--- config.mk ---
export PLATFORM = sky130hd
export DESIGN_NAME = op_command_sequencer_flat
export DESIGN_NICKNAME = d
export VERILOG_FILES = /design/src/rtl/op_seq_pkg.sv /design/src/rtl/op_command_sequencer_if.sv /design/src/rtl/op_history_fifo.sv /design/src/rtl/op_command_sequencer.sv /design/src/flat_wrapper.sv
export SDC_FILE = /design/constraint.sdc
export NUM_CORES = 1
export LEC_CHECK = 0
export CELL_PAD_IN_SITES_DETAIL_PLACEMENT = 1
export CELL_PAD_IN_SITES_GLOBAL_PLACEMENT = 1
export CORE_ASPECT_RATIO = 1.2
export CORE_UTILIZATION = 48
export CTS_BUF_LIST = sky130_fd_sc_hd__clkbuf_4
export DETAILED_ROUTE_END_ITERATION = 10
export HOLD_SLACK_MARGIN = 0.03
export PLACE_DENSITY = 0.78
export SETUP_SLACK_MARGIN = 0.05
export SLEW_MARGIN = 20
export SYNTH_ARGS = -nofsm -noshare
export SYNTH_HDL_FRONTEND = slang
export SYNTH_SLANG_ARGS = --single-unit
--- constraint.sdc ---
create_clock -name clk -period 4.6 [get_ports clk]
set_clock_uncertainty 0.05 [all_clocks]
set_input_delay 0.92 -clock clk [delete_from_list [all_inputs] [get_ports clk]]
set_output_delay 0.92 -clock clk [all_outputs]
set_load 0.02 [all_outputs]
--- src/rtl/op_seq_pkg.sv ---
// Shared types and constants for the ALU command sequencer and its history FIFO.
package op_seq_pkg;

    localparam int unsigned DW         = 3;
    localparam int unsigned OPW        = 4;
    localparam int unsigned RW         = 8;
    localparam int unsigned OP_COUNT   = 10;
    localparam int unsigned HIST_DEPTH = 8;
    localparam int unsigned TIMEOUT    = 255;
    localparam int unsigned PW         = $clog2(HIST_DEPTH);
    localparam int unsigned CW         = PW + 1;
    localparam int unsigned TW         = $clog2(TIMEOUT + 1);
    localparam int unsigned EW         = 2;

    localparam logic [EW-1:0] ERR_OK      = 2'd0;
    localparam logic [EW-1:0] ERR_ALU     = 2'd1;
    localparam logic [EW-1:0] ERR_TIMEOUT = 2'd2;
    localparam logic [EW-1:0] ERR_ILLEGAL = 2'd3;

    typedef enum logic [2:0] {
        IDLE  = 3'd0,
        LATCH = 3'd1,
        ISSUE = 3'd2,
        WAIT  = 3'd3,
        PUSH  = 3'd4
    } seq_state_e;

    typedef struct packed {
        logic [OPW-1:0] op;
        logic [DW-1:0]  a;
        logic [DW-1:0]  b;
        logic [RW-1:0]  result;
        logic [EW-1:0]  err;
    } hist_entry_t;

    function automatic logic op_legal(input logic [OPW-1:0] op);
        return (32'(op) < OP_COUNT);
    endfunction

endpackage

--- src/rtl/op_command_sequencer_if.sv ---
// Board-input, ALU handshake and display-drain signals of the command sequencer.
interface op_command_sequencer_if;
    import op_seq_pkg::*;

    logic           go;
    logic [DW-1:0]  a;
    logic [DW-1:0]  b;
    logic [OPW-1:0] op_code_abbreviated;

    logic           alu_start;
    logic [DW-1:0]  alu_a;
    logic [DW-1:0]  alu_b;
    logic [OPW-1:0] alu_op;
    logic           alu_done;
    logic [RW-1:0]  alu_result;
    logic           alu_err;

    logic           disp_valid;
    logic [OPW-1:0] disp_op;
    logic [DW-1:0]  disp_a;
    logic [DW-1:0]  disp_b;
    logic [RW-1:0]  disp_result;
    logic [EW-1:0]  disp_err;
    logic           disp_ready;

    logic           busy;
    logic [CW-1:0]  hist_count;
    logic           hist_drop;

    modport master (
        input  go, a, b, op_code_abbreviated, alu_done, alu_result, alu_err, disp_ready,
        output alu_start, alu_a, alu_b, alu_op, disp_valid, disp_op, disp_a, disp_b,
               disp_result, disp_err, busy, hist_count, hist_drop
    );

    modport slave (
        output go, a, b, op_code_abbreviated, alu_done, alu_result, alu_err, disp_ready,
        input  alu_start, alu_a, alu_b, alu_op, disp_valid, disp_op, disp_a, disp_b,
               disp_result, disp_err, busy, hist_count, hist_drop
    );

endinterface

--- src/rtl/op_history_fifo.sv ---
// Drop-oldest history FIFO with a registered head entry, occupancy and drop pulse.
module op_history_fifo
    import op_seq_pkg::*;
(
    input  logic          clk,
    input  logic          reset,
    input  logic          i_push,
    input  hist_entry_t   i_entry,
    input  logic          i_pop,
    output hist_entry_t   o_head,
    output logic          o_valid,
    output logic [CW-1:0] o_count,
    output logic          o_drop
);

    hist_entry_t   r_mem [HIST_DEPTH];
    hist_entry_t   r_head;
    logic [PW-1:0] r_wr_ptr;
    logic [PW-1:0] r_rd_ptr;
    logic [CW-1:0] r_count;
    logic          r_valid;
    logic          r_drop;

    logic          w_empty;
    logic          w_full;
    logic          w_pop;
    logic          w_rd_adv;
    logic [PW-1:0] w_rd_next;
    logic [CW-1:0] w_count_nxt;

    assign w_empty   = (r_count == '0);
    assign w_full    = (r_count == CW'(HIST_DEPTH));
    assign w_pop     = i_pop & ~w_empty;
    // A push into a full FIFO without a pop retires the oldest entry.
    assign w_rd_adv  = w_pop | (i_push & w_full);
    assign w_rd_next = r_rd_ptr + PW'(1);

    always_comb begin
        w_count_nxt = r_count;
        if (i_push && !w_pop && !w_full) begin
            w_count_nxt = r_count + CW'(1);
        end else if (w_pop && !i_push) begin
            w_count_nxt = r_count - CW'(1);
        end
    end

    always_ff @(posedge clk) begin
        if (i_push) begin
            r_mem[r_wr_ptr] <= i_entry;
        end
    end

    always_ff @(posedge clk or negedge reset) begin
        if (!reset) begin
            r_wr_ptr <= '0;
            r_rd_ptr <= '0;
            r_count  <= '0;
            r_valid  <= 1'b0;
            r_drop   <= 1'b0;
            r_head   <= '0;
        end else begin
            r_count <= w_count_nxt;
            r_valid <= (w_count_nxt != '0);
            r_drop  <= i_push & w_full & ~w_pop;
            if (i_push) begin
                r_wr_ptr <= r_wr_ptr + PW'(1);
            end
            if (w_rd_adv) begin
                r_rd_ptr <= w_rd_next;
            end
            // New entry becomes head when it lands in an empty (or emptying) FIFO.
            if (i_push && (w_empty || (w_pop && r_count == CW'(1)))) begin
                r_head <= i_entry;
            end else if (w_rd_adv) begin
                r_head <= (r_count == CW'(1) && !i_push) ? hist_entry_t'('0) : r_mem[w_rd_next];
            end
        end
    end

    assign o_head  = r_head;
    assign o_valid = r_valid;
    assign o_count = r_count;
    assign o_drop  = r_drop;

endmodule

--- src/rtl/op_command_sequencer.sv ---
// Turns a debounced-by-sync "go" press into one ALU start/done transaction and logs
// the outcome into the display history FIFO.
module op_command_sequencer
    import op_seq_pkg::*;
(
    input logic                    clk,
    input logic                    reset,
    op_command_sequencer_if.master bus
);

    logic [1:0]     r_sync;
    logic           r_go_q;
    seq_state_e     r_state;
    logic [DW-1:0]  r_a;
    logic [DW-1:0]  r_b;
    logic [OPW-1:0] r_op;
    logic           r_alu_start;
    logic           r_busy;
    logic [TW-1:0]  r_tmo_cnt;
    logic [RW-1:0]  r_result;
    logic [EW-1:0]  r_err;

    seq_state_e     w_state_nxt;
    logic [DW-1:0]  w_a_nxt;
    logic [DW-1:0]  w_b_nxt;
    logic [OPW-1:0] w_op_nxt;
    logic [TW-1:0]  w_tmo_nxt;
    logic [RW-1:0]  w_result_nxt;
    logic [EW-1:0]  w_err_nxt;
    logic           w_go_pulse;
    logic           w_push;
    hist_entry_t    w_entry;
    hist_entry_t    w_head;

    assign w_go_pulse = r_sync[1] & ~r_go_q;

    // Next-state and datapath capture; presses outside IDLE are simply not looked at.
    always_comb begin
        w_state_nxt  = r_state;
        w_a_nxt      = r_a;
        w_b_nxt      = r_b;
        w_op_nxt     = r_op;
        w_tmo_nxt    = r_tmo_cnt;
        w_result_nxt = r_result;
        w_err_nxt    = r_err;
        unique case (r_state)
            IDLE: begin
                if (w_go_pulse) begin
                    w_state_nxt = LATCH;
                end
            end
            LATCH: begin
                w_a_nxt      = bus.a;
                w_b_nxt      = bus.b;
                w_op_nxt     = bus.op_code_abbreviated;
                w_tmo_nxt    = '0;
                w_result_nxt = '0;
                if (op_legal(bus.op_code_abbreviated)) begin
                    w_err_nxt   = ERR_OK;
                    w_state_nxt = ISSUE;
                end else begin
                    w_err_nxt   = ERR_ILLEGAL;
                    w_state_nxt = PUSH;
                end
            end
            ISSUE: begin
                w_state_nxt = WAIT;
            end
            WAIT: begin
                // A done arriving on the final counted cycle still wins over the timeout.
                if (bus.alu_done) begin
                    w_result_nxt = bus.alu_result;
                    w_err_nxt    = bus.alu_err ? ERR_ALU : ERR_OK;
                    w_state_nxt  = PUSH;
                end else if (r_tmo_cnt == TW'(TIMEOUT - 1)) begin
                    w_result_nxt = '0;
                    w_err_nxt    = ERR_TIMEOUT;
                    w_state_nxt  = PUSH;
                end else begin
                    w_tmo_nxt = r_tmo_cnt + TW'(1);
                end
            end
            PUSH: begin
                w_state_nxt = IDLE;
            end
            default: begin
                w_state_nxt = IDLE;
            end
        endcase
    end

    always_ff @(posedge clk or negedge reset) begin
        if (!reset) begin
            r_sync      <= '0;
            r_go_q      <= 1'b0;
            r_state     <= IDLE;
            r_a         <= '0;
            r_b         <= '0;
            r_op        <= '0;
            r_alu_start <= 1'b0;
            r_busy      <= 1'b0;
            r_tmo_cnt   <= '0;
            r_result    <= '0;
            r_err       <= '0;
        end else begin
            r_sync      <= {r_sync[0], bus.go};
            r_go_q      <= r_sync[1];
            r_state     <= w_state_nxt;
            r_a         <= w_a_nxt;
            r_b         <= w_b_nxt;
            r_op        <= w_op_nxt;
            r_alu_start <= (w_state_nxt == ISSUE);
            r_busy      <= (w_state_nxt != IDLE);
            r_tmo_cnt   <= w_tmo_nxt;
            r_result    <= w_result_nxt;
            r_err       <= w_err_nxt;
        end
    end

    assign w_push  = (r_state == PUSH);
    assign w_entry = {r_op, r_a, r_b, r_result, r_err};

    op_history_fifo u_hist (
        .clk     (clk),
        .reset   (reset),
        .i_push  (w_push),
        .i_entry (w_entry),
        .i_pop   (bus.disp_ready),
        .o_head  (w_head),
        .o_valid (bus.disp_valid),
        .o_count (bus.hist_count),
        .o_drop  (bus.hist_drop)
    );

    assign bus.alu_start   = r_alu_start;
    assign bus.alu_a       = r_a;
    assign bus.alu_b       = r_b;
    assign bus.alu_op      = r_op;
    assign bus.busy        = r_busy;
    assign bus.disp_op     = w_head.op;
    assign bus.disp_a      = w_head.a;
    assign bus.disp_b      = w_head.b;
    assign bus.disp_result = w_head.result;
    assign bus.disp_err    = w_head.err;

endmodule
--- src/flat_wrapper.sv ---
// flat-port wrapper written by rule: the top's interface ports become plain ports
module op_command_sequencer_flat import op_seq_pkg::*;
  (clk, reset, bus_go, bus_a, bus_b, bus_op_code_abbreviated, bus_alu_done, bus_alu_result, bus_alu_err, bus_disp_ready, bus_alu_start, bus_alu_a, bus_alu_b, bus_alu_op, bus_disp_valid, bus_disp_op, bus_disp_a, bus_disp_b, bus_disp_result, bus_disp_err, bus_busy, bus_hist_count, bus_hist_drop);
  op_command_sequencer_if bus_i ();
  input logic clk;
  input logic reset;
  input wire logic [$bits(bus_i.go)-1:0] bus_go;
  input wire logic [$bits(bus_i.a)-1:0] bus_a;
  input wire logic [$bits(bus_i.b)-1:0] bus_b;
  input wire logic [$bits(bus_i.op_code_abbreviated)-1:0] bus_op_code_abbreviated;
  input wire logic [$bits(bus_i.alu_done)-1:0] bus_alu_done;
  input wire logic [$bits(bus_i.alu_result)-1:0] bus_alu_result;
  input wire logic [$bits(bus_i.alu_err)-1:0] bus_alu_err;
  input wire logic [$bits(bus_i.disp_ready)-1:0] bus_disp_ready;
  output wire logic [$bits(bus_i.alu_start)-1:0] bus_alu_start;
  output wire logic [$bits(bus_i.alu_a)-1:0] bus_alu_a;
  output wire logic [$bits(bus_i.alu_b)-1:0] bus_alu_b;
  output wire logic [$bits(bus_i.alu_op)-1:0] bus_alu_op;
  output wire logic [$bits(bus_i.disp_valid)-1:0] bus_disp_valid;
  output wire logic [$bits(bus_i.disp_op)-1:0] bus_disp_op;
  output wire logic [$bits(bus_i.disp_a)-1:0] bus_disp_a;
  output wire logic [$bits(bus_i.disp_b)-1:0] bus_disp_b;
  output wire logic [$bits(bus_i.disp_result)-1:0] bus_disp_result;
  output wire logic [$bits(bus_i.disp_err)-1:0] bus_disp_err;
  output wire logic [$bits(bus_i.busy)-1:0] bus_busy;
  output wire logic [$bits(bus_i.hist_count)-1:0] bus_hist_count;
  output wire logic [$bits(bus_i.hist_drop)-1:0] bus_hist_drop;
  assign bus_i.go = bus_go;
  assign bus_i.a = bus_a;
  assign bus_i.b = bus_b;
  assign bus_i.op_code_abbreviated = bus_op_code_abbreviated;
  assign bus_i.alu_done = bus_alu_done;
  assign bus_i.alu_result = bus_alu_result;
  assign bus_i.alu_err = bus_alu_err;
  assign bus_i.disp_ready = bus_disp_ready;
  assign bus_alu_start = bus_i.alu_start;
  assign bus_alu_a = bus_i.alu_a;
  assign bus_alu_b = bus_i.alu_b;
  assign bus_alu_op = bus_i.alu_op;
  assign bus_disp_valid = bus_i.disp_valid;
  assign bus_disp_op = bus_i.disp_op;
  assign bus_disp_a = bus_i.disp_a;
  assign bus_disp_b = bus_i.disp_b;
  assign bus_disp_result = bus_i.disp_result;
  assign bus_disp_err = bus_i.disp_err;
  assign bus_busy = bus_i.busy;
  assign bus_hist_count = bus_i.hist_count;
  assign bus_hist_drop = bus_i.hist_drop;
  op_command_sequencer u_core (.clk(clk), .reset(reset), .bus(bus_i));
endmodule
* Yosys cells after proc, flatten, opt, wreduce, memory -nomap -nowiden
Memory sizes are Yosys's and may differ from the RTL's.
Index checks and enable logic that the tools add are counted.
W data, S select, Z words.
** Operators by class
- Add/sub/neg operators :: 5
- Muxes and demuxes :: 23
- Equality and inequality tests :: 11
- Reductions and logical operators :: 18
- Magnitude comparators :: 1
- Bitwise logic cells :: 8
** Operator list (count)
- $mux W20 :: 3
- $mux W8 :: 4
- $pmux W8 S2 :: 2
- $mux W3 :: 4
- $pmux W3 S4 :: 1
- $eq A3 B2 Y1 const B :: 3
- $add A8 B1 Y8 const B :: 1
- $eq A8 B8 Y1 const B :: 1
- $mux W4 :: 2
- $add A3 B1 Y3 const B :: 2
- $logic_and A1 B1 Y1 :: 6
- $mux W2 :: 3
- $add A4 B1 Y4 const B :: 1
- $and A1 B1 Y1 :: 4
- $eq A4 B1 Y1 const B :: 1
- $eq A4 B4 Y1 const B :: 1
- $logic_not A4 Y1 :: 1
- $lt A4 B4 Y1 const B :: 1
- $ne A2 B2 Y1 const B :: 2
- $pmux W2 S2 :: 1
- $reduce_bool A2 Y1 :: 2
- $reduce_bool A4 Y1 :: 1
- $sub A4 B1 Y4 const B :: 1
- $eq A3 B1 Y1 const B :: 1
- other kinds (11) :: 17
** Word-level totals
- Memories :: 1
- Flip-flop bits (word level) :: 68
- Output and inout port bits :: 38
- Memory bits (writable) :: 160
- Word-level logic and storage cells :: 88
** Memory list
- u_core.u_hist.r_mem :: depth 8, bits a word 20, rd ports 1, clocked after Yosys merged registers in 0, wr ports 1, line op_history_fifo.sv:16 : hist_entry_t r_mem [HIST_DEPTH];

* Depth between registers and ports, before layout
- Depth in word-level cells :: 8
- Gate-level depth with buffers :: 8

* Hierarchy
Synthesis repeated with hierarchy kept, for this count alone.
** Unflattened totals
- Cell total of the unflattened synthesis :: 533
- Area, all modules :: 9097.5 µm²
** Modules (own cells, without submodules)
- op_history_fifo :: sequential area each 5605.4 µm², cells an instance 396, area an instance 7564.8 µm², instances 1
- op_command_sequencer :: sequential area each 900.9 µm², cells an instance 137, area an instance 1532.7 µm², instances 1

* Least setup slack after synthesis
No wires, ideal clock.
- Kind :: register -> register
- Start :: register u_core.r_state[0]
- End :: memory u_core.u_hist.r_mem[0][0] in the netlist's numbering, enable pin
- Arrival :: 2.987 ns
- Setup time :: 0.448 ns
- Buffers on the path :: 1
- Slack :: 1.115 ns
- Clock period less this slack :: 3.485 ns
- Required time :: 4.102 ns
- Stages on the path, launching flop included :: 4
- Path through :: dfrtp_1 > or3b_4 > buf_2 > nor4_1
** Between the ends
- Longest elaborated chain between the ends :: 3
** Ends and longest elaborated chain
- from (decl) :: line op_command_sequencer.sv:13 : seq_state_e r_state;
- from (signal assigned) :: line op_command_sequencer.sv:108 : r_state <= w_state_nxt;
- $eq A3 B3 Y1 :: line op_command_sequencer.sv:120 : assign w_push = (r_state == PUSH);
- $mux W1 :: line op_history_fifo.sv:48 : if (i_push) begin
- $mux W1 (not written as such) :: line op_history_fifo.sv:49 : r_mem[r_wr_ptr] <= i_entry;
- to (decl) :: line op_history_fifo.sv:16
Every way passes these cells.

* Worst setup path in the final report
- Start :: register u_core.r_op[1], in the netlist u_core.bus.alu_op[1]
- End :: output port bus_alu_op[1]
** RTL lines
- from (decl) :: line op_command_sequencer.sv:16 : logic [OPW-1:0] r_op;
- from (signal assigned) :: line op_command_sequencer.sv:111 : r_op <= w_op_nxt;
- to (decl) :: line flat_wrapper.sv:18 : output wire logic [$bits(bus_i.alu_op)-1:0] bus_alu_op;
No word-level cell between the ends.

==> run summary <==
Overall routed net length: 20700 um
Total Routing Usage GR: 22.7%
Worst VDD drop: 0.478 mV
Status: completed
Req. time, crit path: 3.63 ns
Antenna Nets Post-Route: 0
FF+latch count, synth: 228
CTS tree: done
Most frequent cells in the layout: edfxtp_1, clkbuf_4, dfrtp_1
Clk slew on worst S/H paths: 0.07 ns
Ys async rst share: 29.8%
CP max-delay cell: clkdlybuf4s50_1
Seq/Total Area, Yosys: 72.5%
Syn avg cell area: 17.5 um2
Final min period: 2.89 ns
Highest Clock Rate: 0.346 GHz
# Post-CTS Setup Buffers: 0
Worst Path Max Fanout: 11
Cts bufs inserted: 56
Final Hold Fails: 0
Max-cap viol count: 0
Port-buffer cells: 61
Switching part of the total: 34.8%
Synth Warn #: 0
Htree depth: 2
Nets: 655
Worst path cell trace: clkdlybuf4s50_1
GPL Wtd Cong: 0.802
Depth of the worst register-to-register path: 7
R2r endpoint: u_core.u_hist.o_head[0]$_DFFE_PN0P_
Number of buffers and inverters on the critical path: 1
Distinct cell type count of the synthesized netlist: 45
Sink Count: 228
Row cnt: 54
GRT met2 Usage: 39.5%
Syn Std Cell Area: 8980 um2
P per Cell Area: 679 nW/um2
Worst Min Path Start: u_core.r_sync[0]$_DFF_PN0_
Die Area: 19300 um2
Clock Latency Late Sink: 0.66 ns
CP Launch Type: flip-flop
Post-synth top flop: edfxtp_1
Delay-heaviest family, CP: buffers and inverters
Initial antenna violation count: 1
R2r setup slk: 1.84 ns
Post-Synthesis Cells: 514
RSZ-0062 raised after global routing: no
Average wire per standard cell: 23.1 um
Die Width: 127 um
Setup tns final: 0 ns
Worst Hold Depth: 0
Share of cells above drive strength 1: 24.3%
Largest net degree at the start of global routing: 42
Via density: 5.77
Switch Pwr: 2.52 mW
Endpoint of the worst hold path: u_core.r_sync[1]$_DFF_PN0_
Area Growth Syn to Fin: 18.5%
Least-Margin Pin Slew: 1.14 ns
Initial DRC count: 341
HPWL after DPL: 12300 um
Slew headroom: 23.7%
Worst Path Arrival: 1.92 ns
Max Slew Vio Count: 0
Final period util: 62.8%
Reg-to-Reg Start: u_core.u_hist.o_count[1]$_DFF_PN0_
Gate power share: 33.6%
Die span in y: 152 um
Initial Utilization: 49.2%
Residual DRC count: 0
CORE AREA: 18200 um2
Internal power: 4.71 mW
# setup viols final: 0
CTS resizes: 0
Global route overflow: 0
Post-place setup slack: 1.49 ns
Mapped Nets: 546
Type of the worst setup path: reg2out
Via count: 5161
Clock root cell: clkbuf_4
GR Util met1: 28.2%
WHS: 0.304 ns
Hold Crit Class: reg2reg
Share of total power in the clock network: 22.7%
Leading cell type in the layout, fill and taps excluded: edfxtp_1
Drt first pass iters: 4
Sequential fraction of design power: 43.7%
Slowest cell delay on critical path: 0.68 ns
Critical path capture point type: output pin
Final worst slack: 1.71 ns
Global routing usage on met3: 4.08%
Pleak: 3.94 nW
CTS Hold Bufs: 0
Post-synth EDFFs: 160
Fillers: 1694
I/O Pins: 62
GR peak layer: met2
Vias in the first global route: 5788
First-pass GRT wire length: 32500 um
CTS max path bufs: 3
==> worst max path at each step <==
stage                                startpoint                                   end  slack (ns)  depth (start not counted)
2_1_floorplan       u_core.r_state[0]$_DFF_PN0_   u_core.u_hist.r_mem[0][0]$_DFFE_PP_        1.11                          3
3_3_place_gp                     bus_disp_ready  u_core.u_hist.o_head[11]$_DFFE_PN0P_        1.67                          5
3_5_place_dp                     bus_disp_ready  u_core.u_hist.o_head[16]$_DFFE_PN0P_        1.49                          5
4_1_cts        u_core.bus.alu_op[1]$_DFFE_PN0P_                         bus_alu_op[1]        1.68                          1
5_1_grt        u_core.bus.alu_op[1]$_DFFE_PN0P_                         bus_alu_op[1]        1.64                          1
6_report       u_core.bus.alu_op[1]$_DFFE_PN0P_                         bus_alu_op[1]        1.71                          1
==> flip-flops by register name (all words and copies together), names as in the netlist, 2 cells and up <==
name,count
u_core.u_hist.r_mem,160
u_core.u_hist.o_head,20
u_core.r_result,8
u_core.r_tmo_cnt,8
u_core.bus.alu_op,4
u_core.r_state,3
u_core.bus.alu_b,3
u_core.bus.alu_a,3
u_core.u_hist.o_count,4
u_core.r_sync,2
u_core.r_err,2
u_core.u_hist.r_rd_ptr,3
u_core.u_hist.r_wr_ptr,3
==> synth_stat cells, types with 13 or more instances <==
| library cell | count | area, um2 |
|---|---|---|
| edfxtp_1 | 160 | 4800 |
| dfrtp_1 | 68 | 1700 |
| nand2_1 | 44 | 165 |
| mux4_2 | 40 | 901 |
| o21ai_0 | 25 | 125 |
| mux2i_1 | 22 | 220 |
| a22oi_1 | 21 | 158 |
| clkbuf_1 | 13 | 48.8 |
| nor2_1 | 13 | 48.8 |
==> final cells by class <==
cell class	instances	area, um2	share of cell area [%]
flip-flops and latches	228	6510	61.2
multi-input cells	256	2400	22.5
repair buffers	76	718	6.75
clock buffers	86	646	6.07
well taps	224	280	2.63
clock inverters	19	72.6	0.682
inverters	5	18.8	0.176
diodes	1	2.50	0.0235
==> power by group through the flow <==
| stage | combinational (mW) | sequential [mW] | clock, mW |
|---|---|---|---|
| after CTS | 2.46 | 3.16 | 1.68 |
| after floorplan | 1.45 | 3.23 | 0 |
| after detailed placement | 2.45 | 3.20 | 0 |
| final | 2.43 | 3.16 | 1.64 |
| after global routing | 2.62 | 3.21 | 1.77 |
| after global placement | 2.36 | 3.15 | 0 |
==> metal layers <==
metal / share of wire, % / wire length, um
met5: 0 / 0
met4: 1.9 / 388
met3: 5.0 / 1030
met2: 54 / 11100
met1: 39 / 8180
==> kinds of logic after synthesis <==
family / share of synthesized area, %
and+or+nand+nor: 5.31
buffers and inverters: 1.49
muxes: 12.7
DFF: 72.5
AOI/OAI and AO/OA: 5.63
xor gates and xnor gates: 1.27
adders and majority gates: 1.11
==> metrics by stage <==
step / cells / utilization, % / power (mW) / cell area, um2
2_1_floorplan: 514 / - / 4.68 / 8980
3_3_place_gp: 789 / 54.3 / 5.50 / 9910
3_5_place_dp: 789 / 54.4 / 5.65 / 9920
4_1_cts: 894 / 58.3 / 7.30 / 10600
5_1_grt: 895 / 58.3 / 7.61 / 10600
6_report: 895 / 58.3 / 7.23 / 10600
Note: power is estimated with default switching activity, not from simulation.
